--- src/rtl/regfile_wport_arbiter_pkg.sv ---
// Shared types for the register-file write-port arbiter: data/address widths
// and the buffered write request carried through the LU result FIFO.
package regfile_wport_arbiter_pkg;
    localparam int XLEN   = 32;
    localparam int REG_AW = 5;
    localparam int NREG   = 1 << REG_AW;

    typedef struct packed {
        logic [REG_AW-1:0] rd;
        logic [XLEN-1:0]   data;
    } wr_req_t;
endpackage

--- src/rtl/regfile_wport_arbiter_wr_fifo.sv ---
// Ordered LU result buffer. Wrap-around pointers carry one extra bit so that
// full and empty are told apart without a separate counter.
module regfile_wport_arbiter_wr_fifo
    import regfile_wport_arbiter_pkg::*;
#(
    parameter int DEPTH = 2
) (
    input  logic    clk,
    input  logic    reset,
    input  logic    push_i,
    input  wr_req_t push_data_i,
    input  logic    pop_i,
    output wr_req_t head_o,
    output logic    full_o,
    output logic    empty_o
);
    localparam int AW = $clog2(DEPTH);

    wr_req_t       mem_q [DEPTH];
    logic [AW:0]   wr_ptr_q, wr_ptr_d;
    logic [AW:0]   rd_ptr_q, rd_ptr_d;

    assign empty_o = (wr_ptr_q == rd_ptr_q);
    assign full_o  = (wr_ptr_q[AW] != rd_ptr_q[AW]) &&
                     (wr_ptr_q[AW-1:0] == rd_ptr_q[AW-1:0]);
    assign head_o  = mem_q[rd_ptr_q[AW-1:0]];

    always_comb begin
        wr_ptr_d = wr_ptr_q;
        rd_ptr_d = rd_ptr_q;
        if (push_i && !full_o) wr_ptr_d = wr_ptr_q + (AW+1)'(1);
        if (pop_i && !empty_o) rd_ptr_d = rd_ptr_q + (AW+1)'(1);
    end

    always_ff @(posedge clk or posedge reset) begin
        if (reset) begin
            wr_ptr_q <= '0;
            rd_ptr_q <= '0;
        end else begin
            wr_ptr_q <= wr_ptr_d;
            rd_ptr_q <= rd_ptr_d;
        end
    end

    // Storage is not reset: entries are only ever read behind a valid pointer.
    always_ff @(posedge clk) begin
        if (push_i && !full_o) mem_q[wr_ptr_q[AW-1:0]] <= push_data_i;
    end
endmodule

--- src/rtl/regfile_wport_arbiter.sv ---
// Owns the register-file write port: WB has priority, buffered LU results fill
// idle cycles. Tracks pending LU destinations for the ID stall and WB starvation.
module regfile_wport_arbiter
    import regfile_wport_arbiter_pkg::*;
#(
    parameter int FIFO_DEPTH   = 2,
    parameter int STARVE_LIMIT = 4
) (
    input  logic              clk,
    input  logic              reset,
    input  logic              wb_we,
    input  logic [REG_AW-1:0] wb_rd,
    input  logic [XLEN-1:0]   wb_data,
    input  logic              lu_valid,
    input  logic [REG_AW-1:0] lu_rd,
    input  logic [XLEN-1:0]   lu_data,
    output logic              lu_ready,
    input  logic              issue_valid,
    input  logic [REG_AW-1:0] issue_rd,
    input  logic [REG_AW-1:0] id_rs1,
    input  logic [REG_AW-1:0] id_rs2,
    input  logic [REG_AW-1:0] id_rd,
    output logic              id_stall,
    output logic              wb_hold,
    output logic              rf_we,
    output logic [REG_AW-1:0] rf_a3,
    output logic [XLEN-1:0]   rf_wd
);
    localparam int CNT_W = $clog2(STARVE_LIMIT + 1);
    localparam logic [CNT_W-1:0] CNT_MAX = CNT_W'(STARVE_LIMIT - 1);

    wr_req_t          fifo_head;
    wr_req_t          push_req;
    logic             fifo_full, fifo_empty;
    logic             wb_win, fifo_pop, lu_push, starve;
    logic [NREG-1:0]  pending_q, pending_d;
    logic [CNT_W-1:0] cnt_q, cnt_d;
    logic             wb_hold_q, wb_hold_d;

    assign wb_win   = wb_we && (wb_rd != '0);
    assign fifo_pop = !wb_win && !fifo_empty;
    assign lu_ready = !fifo_full && !reset;
    // x0 results are handshaken but never enter the buffer.
    assign lu_push  = lu_valid && lu_ready && (lu_rd != '0);
    assign push_req = '{rd: lu_rd, data: lu_data};
    assign starve   = fifo_full && wb_win;

    regfile_wport_arbiter_wr_fifo #(.DEPTH(FIFO_DEPTH)) u_wr_fifo (
        .clk         (clk),
        .reset       (reset),
        .push_i      (lu_push),
        .push_data_i (push_req),
        .pop_i       (fifo_pop),
        .head_o      (fifo_head),
        .full_o      (fifo_full),
        .empty_o     (fifo_empty)
    );

    always_comb begin
        rf_we = 1'b0;
        rf_a3 = '0;
        rf_wd = '0;
        if (!reset) begin
            if (wb_win) begin
                rf_we = 1'b1;
                rf_a3 = wb_rd;
                rf_wd = wb_data;
            end else if (fifo_pop) begin
                rf_we = 1'b1;
                rf_a3 = fifo_head.rd;
                rf_wd = fifo_head.data;
            end
        end
    end

    // Clear before set so a same-cycle issue to the popped register stays pending.
    always_comb begin
        pending_d = pending_q;
        if (fifo_pop) pending_d[fifo_head.rd] = 1'b0;
        if (issue_valid && (issue_rd != '0)) pending_d[issue_rd] = 1'b1;
        pending_d[0] = 1'b0;
    end

    assign id_stall = !reset && (pending_q[id_rs1] | pending_q[id_rs2] | pending_q[id_rd]);

    always_comb begin
        cnt_d = '0;
        if (starve) cnt_d = (cnt_q == CNT_MAX) ? cnt_q : cnt_q + CNT_W'(1);
        wb_hold_d = (wb_hold_q || (starve && (cnt_q == CNT_MAX))) &&
                    fifo_full && !(fifo_pop && !lu_push);
    end

    assign wb_hold = wb_hold_q;

    always_ff @(posedge clk or posedge reset) begin
        if (reset) begin
            pending_q <= '0;
            cnt_q     <= '0;
            wb_hold_q <= 1'b0;
        end else begin
            pending_q <= pending_d;
            cnt_q     <= cnt_d;
            wb_hold_q <= wb_hold_d;
        end
    end

    a_wb_to_pending: assert property (@(posedge clk) disable iff (reset)
        !(wb_win && pending_q[wb_rd]));
    a_issue_to_pending: assert property (@(posedge clk) disable iff (reset)
        !(issue_valid && (issue_rd != '0) && pending_q[issue_rd]));
endmodule

--- config.mk ---
export PLATFORM = sky130hd
export DESIGN_NAME = regfile_wport_arbiter
export DESIGN_NICKNAME = d
export VERILOG_FILES = /design/src/rtl/regfile_wport_arbiter_pkg.sv /design/src/rtl/regfile_wport_arbiter_wr_fifo.sv /design/src/rtl/regfile_wport_arbiter.sv
export SDC_FILE = /design/constraint.sdc
export NUM_CORES = 1
export LEC_CHECK = 0
export BUFFER_PORTS_ARGS = -buffer_cell sky130_fd_sc_hd__clkbuf_2
export CORE_MARGIN = 2
export CORE_UTILIZATION = 49
export CTS_CLUSTER_SIZE = 14
export DETAILED_ROUTE_END_ITERATION = 7
export PLACE_DENSITY_LB_ADDON = 0.15
export SYNTH_ARGS = -nofsm -noshare
export SYNTH_HDL_FRONTEND = slang
export SYNTH_SLANG_ARGS = --single-unit
--- constraint.sdc ---
create_clock -name clk -period 3.2 [get_ports clk]
set_clock_uncertainty 0.05 [all_clocks]
set_input_delay 0.48 -clock clk [delete_from_list [all_inputs] [get_ports clk]]
set_output_delay 0.48 -clock clk [all_outputs]
set_load 0.01 [all_outputs]
== Word-level counts from Yosys, hierarchy flattened ==
Memories as Yosys holds them, arrays and structs flattened.
Index checks and enable logic that the tools add are counted.

* $add $sub $neg: 3
* Equal/unequal tests: 5
* Order comparisons: 7
* Multiplexer cells: 25
* Bitwise logic cells: 5
* Reduce and logical (&&, ||, !) cells: 27

{| class="wikitable"
|+ Operator list
! cell !! number
|-
| 32-bit two-way mux || 5
|-
| 32-bit AND || 1
|-
| 32-bit NOT || 1
|-
| 32-bit bitwise OR || 1
|-
| 5-bit by 6-bit < comparator with 1-bit output (second input constant) || 5
|-
| 1-bit logical AND || 17
|-
| 1-bit binary-select mux with 5-bit select || 3
|-
| 5-bit two-way mux || 3
|-
| 5-bit nonzero test || 3
|-
| 1-bit demux with 5-bit select || 2
|-
| 5-bit by 1-bit >= comparator with 1-bit output (second input constant) || 2
|-
| 1-bit two-way mux || 10
|-
| 1-bit logical NOT || 6
|-
| 3-bit two-way mux || 2
|-
| 2-bit by 1-bit adder with 2-bit output (second input constant) || 2
|-
| 3-bit by 1-bit adder with 3-bit output (second input constant) || 1
|-
| 3-bit by 2-bit equality test with 1-bit output (second input constant) || 1
|-
| 2-bit equality test || 1
|-
| 2-bit != test (second input constant) || 1
|-
| 1-bit bitwise OR || 2
|-
| 1-bit equality test || 1
|-
| 1-bit logical OR || 1
|-
| 1-bit != test || 1
|}

* Output and inout port bits: 41
* RAM bits: 74
* Memories kept: 1
* Bits in registers: 39
* Input bits: 99

{| class="wikitable"
|+ Memory list
! name !! depth !! bits a word !! read ports !! clocked after memory_dff !! wr ports !! line !! source
|-
| u_wr_fifo.mem_q || 2 || 37 || 1 || 0 || 1 || regfile_wport_arbiter_wr_fifo.sv:19 || <nowiki>wr_req_t mem_q [DEPTH];</nowiki>
|}

== Depth between registers and ports, before layout ==
Gate-level depths: netlist (run 1).

* Depth in word-level cells: 10
* Depth in mapped cells: 8
* Depth with buffers taken out: 5

== Hierarchy ==
From an unflattened synthesis (run 1), not the netlist that was laid out.

* Cells, all modules: 499
* Area total of the unflattened synthesis: 5906.9 um^2

{| class="wikitable"
|+ Modules (own cells, without submodules)
! module !! cells an instance !! area an instance (um^2) !! instances
|-
| regfile_wport_arbiter || 357 || 2991.6 || 1
|-
| regfile_wport_arbiter_wr_fifo || 142 || 2915.3 || 1
|}

== Worst setup path before layout (run 1) ==
OpenSTA, ideal clock, no wires.

* Kind: register to register
* From: register u_wr_fifo.rd_ptr_q[0]
* To: memory u_wr_fifo.mem_q[0][0] (netlist name) (enable)
* Setup time: 435 ps
* Stages on the path, launching flop included: 6
* Slack: -173 ps
* Arrival: 2888 ps
* Path through: dfrtp_1 buf_2 xnor2_1 a21oi_1 o311a_1 nor2b_1

* Longest elaborated chain between the ends: 9

{| class="wikitable"
|+ RTL lines
! item !! line !! source
|-
| start, declared || regfile_wport_arbiter_wr_fifo.sv:21 || <nowiki>logic [AW:0] rd_ptr_q, rd_ptr_d;</nowiki>
|-
| start signal, assigned || regfile_wport_arbiter_wr_fifo.sv:41 || <nowiki>rd_ptr_q <= rd_ptr_d;</nowiki>
|-
| 1-bit equality test || regfile_wport_arbiter_wr_fifo.sv:25 || <nowiki>(wr_ptr_q[AW-1:0] == rd_ptr_q[AW-1:0]);</nowiki>
|-
| 1-bit logical AND || regfile_wport_arbiter_wr_fifo.sv:24 || <nowiki>assign full_o = (wr_ptr_q[AW] != rd_ptr_q[AW]) &&</nowiki>
|-
| 1-bit logical NOT || regfile_wport_arbiter.sv:42 || <nowiki>assign lu_ready = !fifo_full && !reset;</nowiki>
|-
| 1-bit logical AND || regfile_wport_arbiter.sv:42 ||
|-
| via lu_ready || regfile_wport_arbiter.sv:17 || <nowiki>output logic lu_ready,</nowiki>
|-
| 1-bit logical AND (2 in series) || regfile_wport_arbiter.sv:44 || <nowiki>assign lu_push = lu_valid && lu_ready && (lu_rd != '0);</nowiki>
|-
| 1-bit logical AND || regfile_wport_arbiter_wr_fifo.sv:47 || <nowiki>if (push_i && !full_o) mem_q[wr_ptr_q[AW-1:0]] <= push_data_i;</nowiki>
|-
| 1-bit two-way mux || regfile_wport_arbiter_wr_fifo.sv:47 ||
|-
| 1-bit two-way mux (not written as such) || regfile_wport_arbiter_wr_fifo.sv:47 ||
|-
| end, declared || regfile_wport_arbiter_wr_fifo.sv:19 ||
|}

The timed path passes the listed nets, and every way through them passes these cells.

== Worst setup path in the final report (run 1) ==
* From: register u_wr_fifo.rd_ptr_q[0]
* To: output port rf_wd[6]

* Longest elaborated chain between the ends: 6

{| class="wikitable"
|+ RTL lines
! item !! line !! source
|-
| 2-bit equality test || regfile_wport_arbiter_wr_fifo.sv:23 || <nowiki>assign empty_o = (wr_ptr_q == rd_ptr_q);</nowiki>
|-
| 1-bit logical NOT || regfile_wport_arbiter.sv:41 || <nowiki>assign fifo_pop = !wb_win && !fifo_empty;</nowiki>
|-
| 1-bit logical AND || regfile_wport_arbiter.sv:41 ||
|-
| 32-bit two-way mux * || regfile_wport_arbiter.sv:68 || <nowiki>end else if (fifo_pop) begin</nowiki>
|-
| 32-bit two-way mux * || regfile_wport_arbiter.sv:64 || <nowiki>if (wb_win) begin</nowiki>
|-
| 32-bit two-way mux * || regfile_wport_arbiter.sv:63 || <nowiki>if (!reset) begin</nowiki>
|-
| end, declared || regfile_wport_arbiter.sv:27 || <nowiki>output logic [XLEN-1:0] rf_wd</nowiki>
|}

Mark *: on every way between the ends. The rest lies on a longest branch, timed or not.

==> flow_summary.rst, run 1 <==
.. list-table::
   :header-rows: 1

   * - Metric
     - Value
   * - Result of the run
     - completed
   * - Hold bufs inserted after CTS
     - 0
   * - Max Root-Sink Buffers
     - 2
   * - Area added between synthesis and finish
     - 25.0%
   * - Ratio of cells with drive above 1 in the final layout
     - 0.317
   * - Final RePlAce weighted congestion
     - 0.919
   * - Vertical die dimension
     - 113 um
   * - Wire length of the first global-routing pass
     - 23.5 mm
   * - Largest area contributor in the synthesized netlist
     - edfxtp_1
   * - Synth cell types
     - 49
   * - Upper clock frequency limit
     - 334 MHz
   * - Source-to-sink clock delay at the later pin of the worst-skew pair
     - 0.41 ns
   * - Critical Path, Cell by Cell
     - xnor2_1 > nor2b_2 > buf_12 > nor3_1 > a21oi_1 > nor2_1 > clkbuf_2
   * - # port buffers
     - 139
   * - Crit. path cell count
     - 7
   * - Non-filler instance count after layout
     - 796
   * - Routed via count divided by cell count
     - 5.79
   * - Maximum level of the CTS H-tree
     - 4
   * - Startpoint types
     - flip-flop
   * - Yosys reg bits
     - 113
   * - Overflow left after global routing
     - 0
   * - Total length of routed wires
     - 14.5 mm
   * - Total count of max-transition violations in the final report
     - 0
   * - Critical path arrival
     - 2.46 ns
   * - Number of global-route vias before repair
     - 4608
   * - Die Area
     - 12700 sq um
   * - Fraction of registers with async set or reset after synthesis
     - 0.345
   * - Worst rel slew slack
     - 0.651
   * - Met3 capacity usage during global routing
     - 0.0680
   * - Slowest stage cell on the critical path
     - nor2b_2
   * - Final Hold Vio Count
     - 0
   * - Pre-antenna DRT Iters
     - 5
   * - Quantity of gates resized following cts
     - 0
   * - Synthesized area divided by synthesized cell count
     - 11.5 sq um
   * - Max rail drop VDD
     - 0.611 mV
   * - Number of enable flip-flop cells after synthesis
     - 74
   * - Worst reg2reg path depth
     - 6
   * - Share of the synthesized area in the top cell type
     - 0.384
   * - Global routing met1 resource utilization
     - 0.303
   * - Clk sinks
     - 113
   * - Pin count of the biggest net entering global routing
     - 41
   * - Buffering stage count on the worst path with inverters included
     - 2
   * - Critical-path maximum fanout
     - 28
   * - Setup TNS Final
     - 0 ns
   * - Placement Cell Area
     - 6640 sq um
   * - Number of antenna cells inserted
     - 0
   * - Minimum hold slack
     - 0.209 ns
   * - Family of cells with the greatest summed delay on the critical path
     - simple AND/OR/NAND/NOR gates
   * - Capturing element type of the critical path
     - primary output
   * - Hold Path Class
     - input port to flip-flop
   * - Sequential-to-total area share from yosys stat
     - 0.553
   * - Total core area
     - 11500 sq um
   * - Number of nets at the end of the flow
     - 741
   * - WP data required
     - 2.67 ns
   * - Horizontal extent of the die
     - 113 um
   * - Final setup violating endpoints
     - 0
   * - Kind of critical path
     - flip-flop to primary output
   * - Warning count from the yosys run
     - 0
   * - Library cell with the highest instance count after synthesis
     - edfxtp_1
   * - Leakage
     - 0.00299 uW
   * - Summed area of non-filler cells in the final layout
     - 7240 sq um
   * - Post-layout min period
     - 2.99 ns
   * - Root Buffer
     - clkbuf_16
   * - Final clock period utilization by the worst path
     - 0.936
   * - Count of standard-cell rows
     - 39
   * - Number of standard cells after synthesis
     - 505
   * - Residual DRC count
     - 0
   * - Power per standard cell area
     - 866 nW/um^2
   * - Worst hold path cell count
     - 1
   * - HPWL after detailed placement
     - 10.3 mm
   * - Starting DRC count in detailed routing
     - 341
   * - Number of buffers added for setup after CTS
     - 0
   * - Total global routing track utilization
     - 0.239
   * - I/O pin total
     - 140
   * - Wire length per cell after detailed routing
     - 18.2 um
   * - Number of antenna violations at the first check in global routing
     - 0
   * - Setup repair after global routing missed its margin
     - false
   * - Peak per-stage delay on the critical path
     - 0.55 ns
   * - Biggest area contributors in the synthesized netlist
     - edfxtp_1, dfrtp_1, mux2i_1
   * - CTS clk-pin slew, worst paths
     - 0.05 ns
   * - Max Cap Viol
     - 0
   * - Number of buffers created by CTS
     - 17
   * - Routing layer with the top usage in global route
     - met2
   * - Remaining antenna violation count after routing
     - 0
   * - Cell area after synthesis
     - 5790 sq um
   * - Number of nets produced by synthesis
     - 606
   * - Starting Density
     - 0.505
   * - Clock tree from TritonCTS
     - yes
   * - Least-Margin Pin Slew
     - 0.510 ns
   * - Leading cell types by count after synthesis
     - edfxtp_1, mux2i_1, o21ai_0
   * - Inst Count DP
     - 764
   * - M2 GR Usage
     - 0.397
   * - Detailed-route via count
     - 4607
   * - Ys flop type
     - edfxtp_1
path summary, 6_finish.rpt:
path                                            start                      to  slack, ns
worst max-delay path            u_wr_fifo.rd_ptr_q[0]                rf_wd[6]       0.21
worst min-delay path                      lu_data[25]  u_wr_fifo.mem_q[1][25]       0.21
worst max register to register  u_wr_fifo.rd_ptr_q[0]           pending_q[11]       0.69
worst min register to register  u_wr_fifo.rd_ptr_q[1]   u_wr_fifo.rd_ptr_q[1]       0.45
max in group asynchronous                       reset            pending_q[4]       2.05
min in group asynchronous                       reset                cnt_q[1]       0.35
flip-flops by register name, summed over array words and instances (netlist names):
register	count
cnt_q	3
pending_q	31
u_wr_fifo.mem_q	74
u_wr_fifo.rd_ptr_q	2
u_wr_fifo.wr_ptr_q	2
wb_hold	1
stage by stage:
stage	utilization	worst slack, ns	total power, uW
after floorplan	-	0.525	3680
after global placement	0.579	0.496	4310
after detailed placement	0.579	0.387	4380
after CTS	0.631	0.211	6290
after global routing	0.631	0.0403	6640
final	0.631	0.205	6270
logic make-up (layout without fill, tap and decap cells):
| group | after synthesis | count (layout) | share of synthesized area |
|---|---|---|---|
| XOR/XNOR | 7 | 7 | 0.0106 |
| AO/OA/AOI/OAI | 125 | 125 | 0.121 |
| AND/OR/NAND/NOR | 146 | 146 | 0.126 |
| multiplexers | 73 | 73 | 0.156 |
| adder cells (fa/ha/maj) | 2 | 2 | 0.00432 |
| buffers and inverters | 39 | 187 | 0.0285 |
| flip-flops | 113 | 113 | 0.553 |
power by group:
part / total, uW / internal, uW / switching, uW
sequential: 2280 / 1970 / 315
combinational: 2090 / 916 / 1170
clock: 1900 / 1280 / 615
total: 6270 / 4170 / 2100
per-layer routing:
| layer | routed length (um) | vias up |
|---|---|---|
| met4 | 238 | 0 |
| met1 | 5880 | 2224 |
| met2 | 7320 | 165 |
| met3 | 1080 | 21 |
| met5 | 0 | - |
| li1 | - | 2197 |
final cells by class:
cell class              instances  area [sq um]
multi-input cells             353          2440
fillers                       903          4230
repair buffers                150           803
clock inverters                14           170
clock buffers                  18           429
well taps                     143           179
inverters                       5          18.8
flip-flops and latches        113          3200
cell usage in the layout (no fill, tap or decap), types with 3 or more instances in the layout:
cell / count
clkinv_1: 4
clkbuf_16: 17
bufinv_16: 4
a21oi_1: 42
or4_4: 3
clkbuf_2: 139
xor2_1: 5
inv_1: 5
nand3b_1: 5
dfrtp_1: 38
edfxtp_1: 74
nand2b_1: 4
nor2b_1: 10
o21ai_0: 46
nand3_1: 15
clkinv_2: 4
mux2i_1: 52
mux2_2: 8
o21ai_1: 15
buf_4: 9
nand2_1: 15
nand4_1: 4
nor3_1: 34
mux4_2: 13
nor2_1: 45
(Power assumes the default switching activity.)
==> run 2, diff against run 1 <==
--- a/constraint.sdc
+++ b/constraint.sdc
@@ -4,2 +4,2 @@
 set_output_delay 0.48 -clock clk [all_outputs]
-set_load 0.01 [all_outputs]
+set_load 0.1 [all_outputs]
==> run 2 against run 1 <==
Net effect: hold slack got worse by 0.0020 ns; final area is 10% higher; critical path type unchanged; register-to-register slack about the same; fmax shrank 1.7%; largest cell class unchanged; sequential share of layout area down 4.1 points; critical endpoint is now rf_wd[1]; die area is the same; clock-buffer cell count stayed put.
==> flow_summary.rst, run 2 (synthesis gave the netlist of run 1 again) <==
.. list-table::
   :header-rows: 1

   * - Metric
     - Value
   * - Hold bufs inserted after CTS
     - 0 (unchanged)
   * - Worst rel slew slack
     - 0.355 (-0.296)
   * - Ratio of cells with drive above 1 in the final layout
     - 0.383 (+0.0658)
   * - Total length of routed wires
     - 15.0 mm (+3.4%)
   * - Commonest non-fill, non-tap cell in the layout
     - clkbuf_2
   * - Clk sinks
     - 113 (unchanged)
   * - Clock tree from TritonCTS
     - yes
   * - Count of standard-cell rows
     - 39 (unchanged)
   * - Residual DRC count
     - 0 (unchanged)
   * - Net Sw Power
     - 3100 uW (+48%)
   * - Setup repair after global routing missed its margin
     - false
   * - Max Root-Sink Buffers
     - 2 (unchanged)
   * - Pin count of the biggest net entering global routing
     - 42 (+2.4%)
   * - Least-Margin Pin Slew
     - 0.967 ns (+0.458 ns)
   * - Number of buffers created by CTS
     - 17 (unchanged)
   * - Routed via count divided by cell count
     - 5.88 (+1.7%)
   * - Leakage
     - 0.00317 uW (+6.0%)
   * - Hold Path Class
     - input port to flip-flop
   * - Total count of max-transition violations in the final report
     - 0 (unchanged)
   * - I/O pin total
     - 140 (unchanged)
   * - Final clock period utilization by the worst path
     - 0.952 (+0.0160)
   * - Final setup violating endpoints
     - 0 (unchanged)
   * - Overflow left after global routing
     - 0 (unchanged)
   * - Starting Density
     - 0.505 (unchanged)
   * - Area added between synthesis and finish
     - 37.8%
   * - Starting DRC count in detailed routing
     - 400 (+17%)
   * - Power per standard cell area
     - 970 nW/um^2 (+12%)
   * - Final Hold Vio Count
     - 0 (unchanged)
   * - FILL cells
     - 811 (-10%)
   * - Max Cap Viol
     - 0 (unchanged)
   * - Peak per-stage delay on the critical path
     - 0.59 ns (+0.04 ns)
   * - Horizontal extent of the die
     - 113 um (unchanged)
   * - Wire length of the first global-routing pass
     - 24.0 mm (+2.3%)
   * - Kind of critical path
     - flip-flop to primary output
   * - Inst Count DP
     - 761 (-0.39%)
   * - R2R Setup Slk
     - 0.69 ns (about the same)
   * - Maximum level of the CTS H-tree
     - 4 (unchanged)
   * - Overall power of the completed layout
     - 7730 uW (+23%)
   * - Number of nets at the end of the flow
     - 741 (unchanged)
   * - Final RePlAce weighted congestion
     - 1.00 (+9.2%)
   * - Capturing element type of the critical path
     - primary output
   * - # port buffers
     - 139 (unchanged)
   * - Startpoint types
     - flip-flop
   * - Upper clock frequency limit
     - 328 MHz (-1.7%)
   * - WP data required
     - 2.67 ns (about the same)
   * - Startpoint of the worst register-to-register path
     - u_wr_fifo.wr_ptr_q[0]
   * - Placement Setup Slack
     - 0.272 ns (-0.115 ns)
   * - Number of global-route vias before repair
     - 4781 (+3.8%)
   * - Max rail drop VDD
     - 0.505 mV (-17%)
   * - Vertical die dimension
     - 113 um (unchanged)
   * - Number of antenna violations at the first check in global routing
     - 1 (+1)
   * - Reg2reg end
     - u_wr_fifo.mem_q[1][30]
   * - Sw Ratio
     - 0.401 (+0.0661)
   * - Area of the multi-input gates
     - 2580 sq um (+6.1%)
   * - Detailed-route via count
     - 4690 (+1.8%)
   * - Minimum hold slack
     - 0.207 ns (-0.00196 ns)
   * - Wire length per cell after detailed routing
     - 18.8 um (+3.3%)
   * - Part of the total power dissipated in the clock network
     - 0.262 (-0.040)
   * - Share of power burned in combinational logic
     - 0.444 (+0.111)
   * - Slowest stage cell on the critical path
     - xnor2_1
   * - Critical path arrival
     - 2.52 ns (+0.06 ns)
   * - Critical Path, Cell by Cell
     - xnor2_1 > nor2b_4 > nor3_1 > a21oi_1 > nor2_2 > buf_12
   * - Hold_sp
     - lu_data[2]
   * - Non-filler instance count after layout
     - 797 (+0.13%)
   * - Flip-flop count of the largest register, all copies and words added
     - 74 (unchanged)
   * - Root Buffer
     - clkbuf_16
   * - Result of the run
     - completed
   * - Worst hold endpoint
     - u_wr_fifo.mem_q[0][2]
   * - Summed area of non-filler cells in the final layout
     - 7970 sq um (+10%)
   * - Worst reg2reg path depth
     - 4 (-2)
   * - CTS clk-pin slew, worst paths
     - 0.05 ns (about the same)
   * - Worst hold path cell count
     - 1 (unchanged)
   * - Seq. cell area
     - 3200 sq um (unchanged)
   * - Pre-antenna DRT Iters
     - 5 (unchanged)
   * - Most frequent cells in the layout
     - clkbuf_2, edfxtp_1, mux2i_1
   * - Source-to-sink clock delay at the later pin of the worst-skew pair
     - 0.40 ns (about the same)
   * - Worst setup slack after layout
     - 0.154 ns (-0.0511 ns)
   * - Die Area
     - 12700 sq um (unchanged)
   * - Total core area
     - 11500 sq um (unchanged)
   * - Cell internal pwr
     - 4630 uW (+11%)
   * - HPWL after detailed placement
     - 10.4 mm (+1.2%)
   * - Post-layout min period
     - 3.05 ns (+0.0511 ns)
   * - Remaining antenna violation count after routing
     - 0 (unchanged)
   * - Total global routing track utilization
     - 0.243 (+0.00457)
   * - Placement Cell Area
     - 7270 sq um (+9.5%)
   * - Critical-path maximum fanout
     - 10 (-64%)
   * - Part of the power in registers
     - 0.294 (-0.071)
## run 2: per-layer routing
metal,track usage,vias to the layer above,wire length (um),part of all wire
li1,-,2196,-,-
met1,0.290,2265,6000,0.40
met2,0.416,206,7530,0.50
met3,0.0740,23,1210,0.080
met4,0.0927,0,266,0.018
met5,0,-,0,0
## run 2: stage by stage
step,utilization,TNS (ns)
final,0.695,0
after global routing,0.695,0
after CTS,0.692,0
after detailed placement,0.634,0
after global placement,0.634,0
after floorplan,-,-0.000296
## run 2: layout make-up
cell class,count,area share
Timing Repair Buffer,148,0.169
Clock inverter,14,0.0268
Clock buffer,18,0.0538
Tap cell,143,0.0224
Multi-Input combinational cell,355,0.324
Sequential cell,113,0.401
Inverter,5,0.00235
Antenna cell,1,0.000314
## run 2: how the worst max path moves through the flow
| stage | from | endpoint | slack [ns] | cells after the start |
|---|---|---|---|---|
| floorplan | u_wr_fifo.rd_ptr_q[0] | rf_we | -0.0003 | 6 |
| global placement | id_rs2[0] | id_stall | 0.27 | 7 |
| detailed placement | id_rs2[0] | id_stall | 0.27 | 7 |
| CTS | u_wr_fifo.wr_ptr_q[0] | rf_wd[1] | 0.002 | 6 |
| global route | u_wr_fifo.wr_ptr_q[0] | rf_wd[1] | 0.02 | 6 |
| finish | u_wr_fifo.wr_ptr_q[0] | rf_wd[1] | 0.15 | 6 |
## run 2: what timing repair did
item / 4_1_cts / 5_1_grt
setup endpoints to repair: 36 / 37
gates cloned: 1 / 1
resized for setup: 2 / 2
setup buffers: 0 / 1
hold endpoints to repair: 0 / 0
pin swaps: 0 / 0
## run 2: worst max-delay path, delay by kind of cell (launching register included)
| family | cells | cell delay [ns] |
|---|---|---|
| buf+inv | 1 | 0.20 |
| simple gates | 3 | 0.69 |
| xor+xnor | 1 | 0.59 |
| compound gates | 1 | 0.17 |
| flops | 1 | 0.46 |
## run 2: power by group through the flow
stage          registers (uW)  clock network [uW]  logic, uW
6_report                 2270                2030       3440
5_1_grt                  2310                2120       3660
4_1_cts                  2260                2050       3340
3_5_place_dp             2280                   0       3240
3_3_place_gp             2260                   0       3190
2_1_floorplan            2160                   0       2350
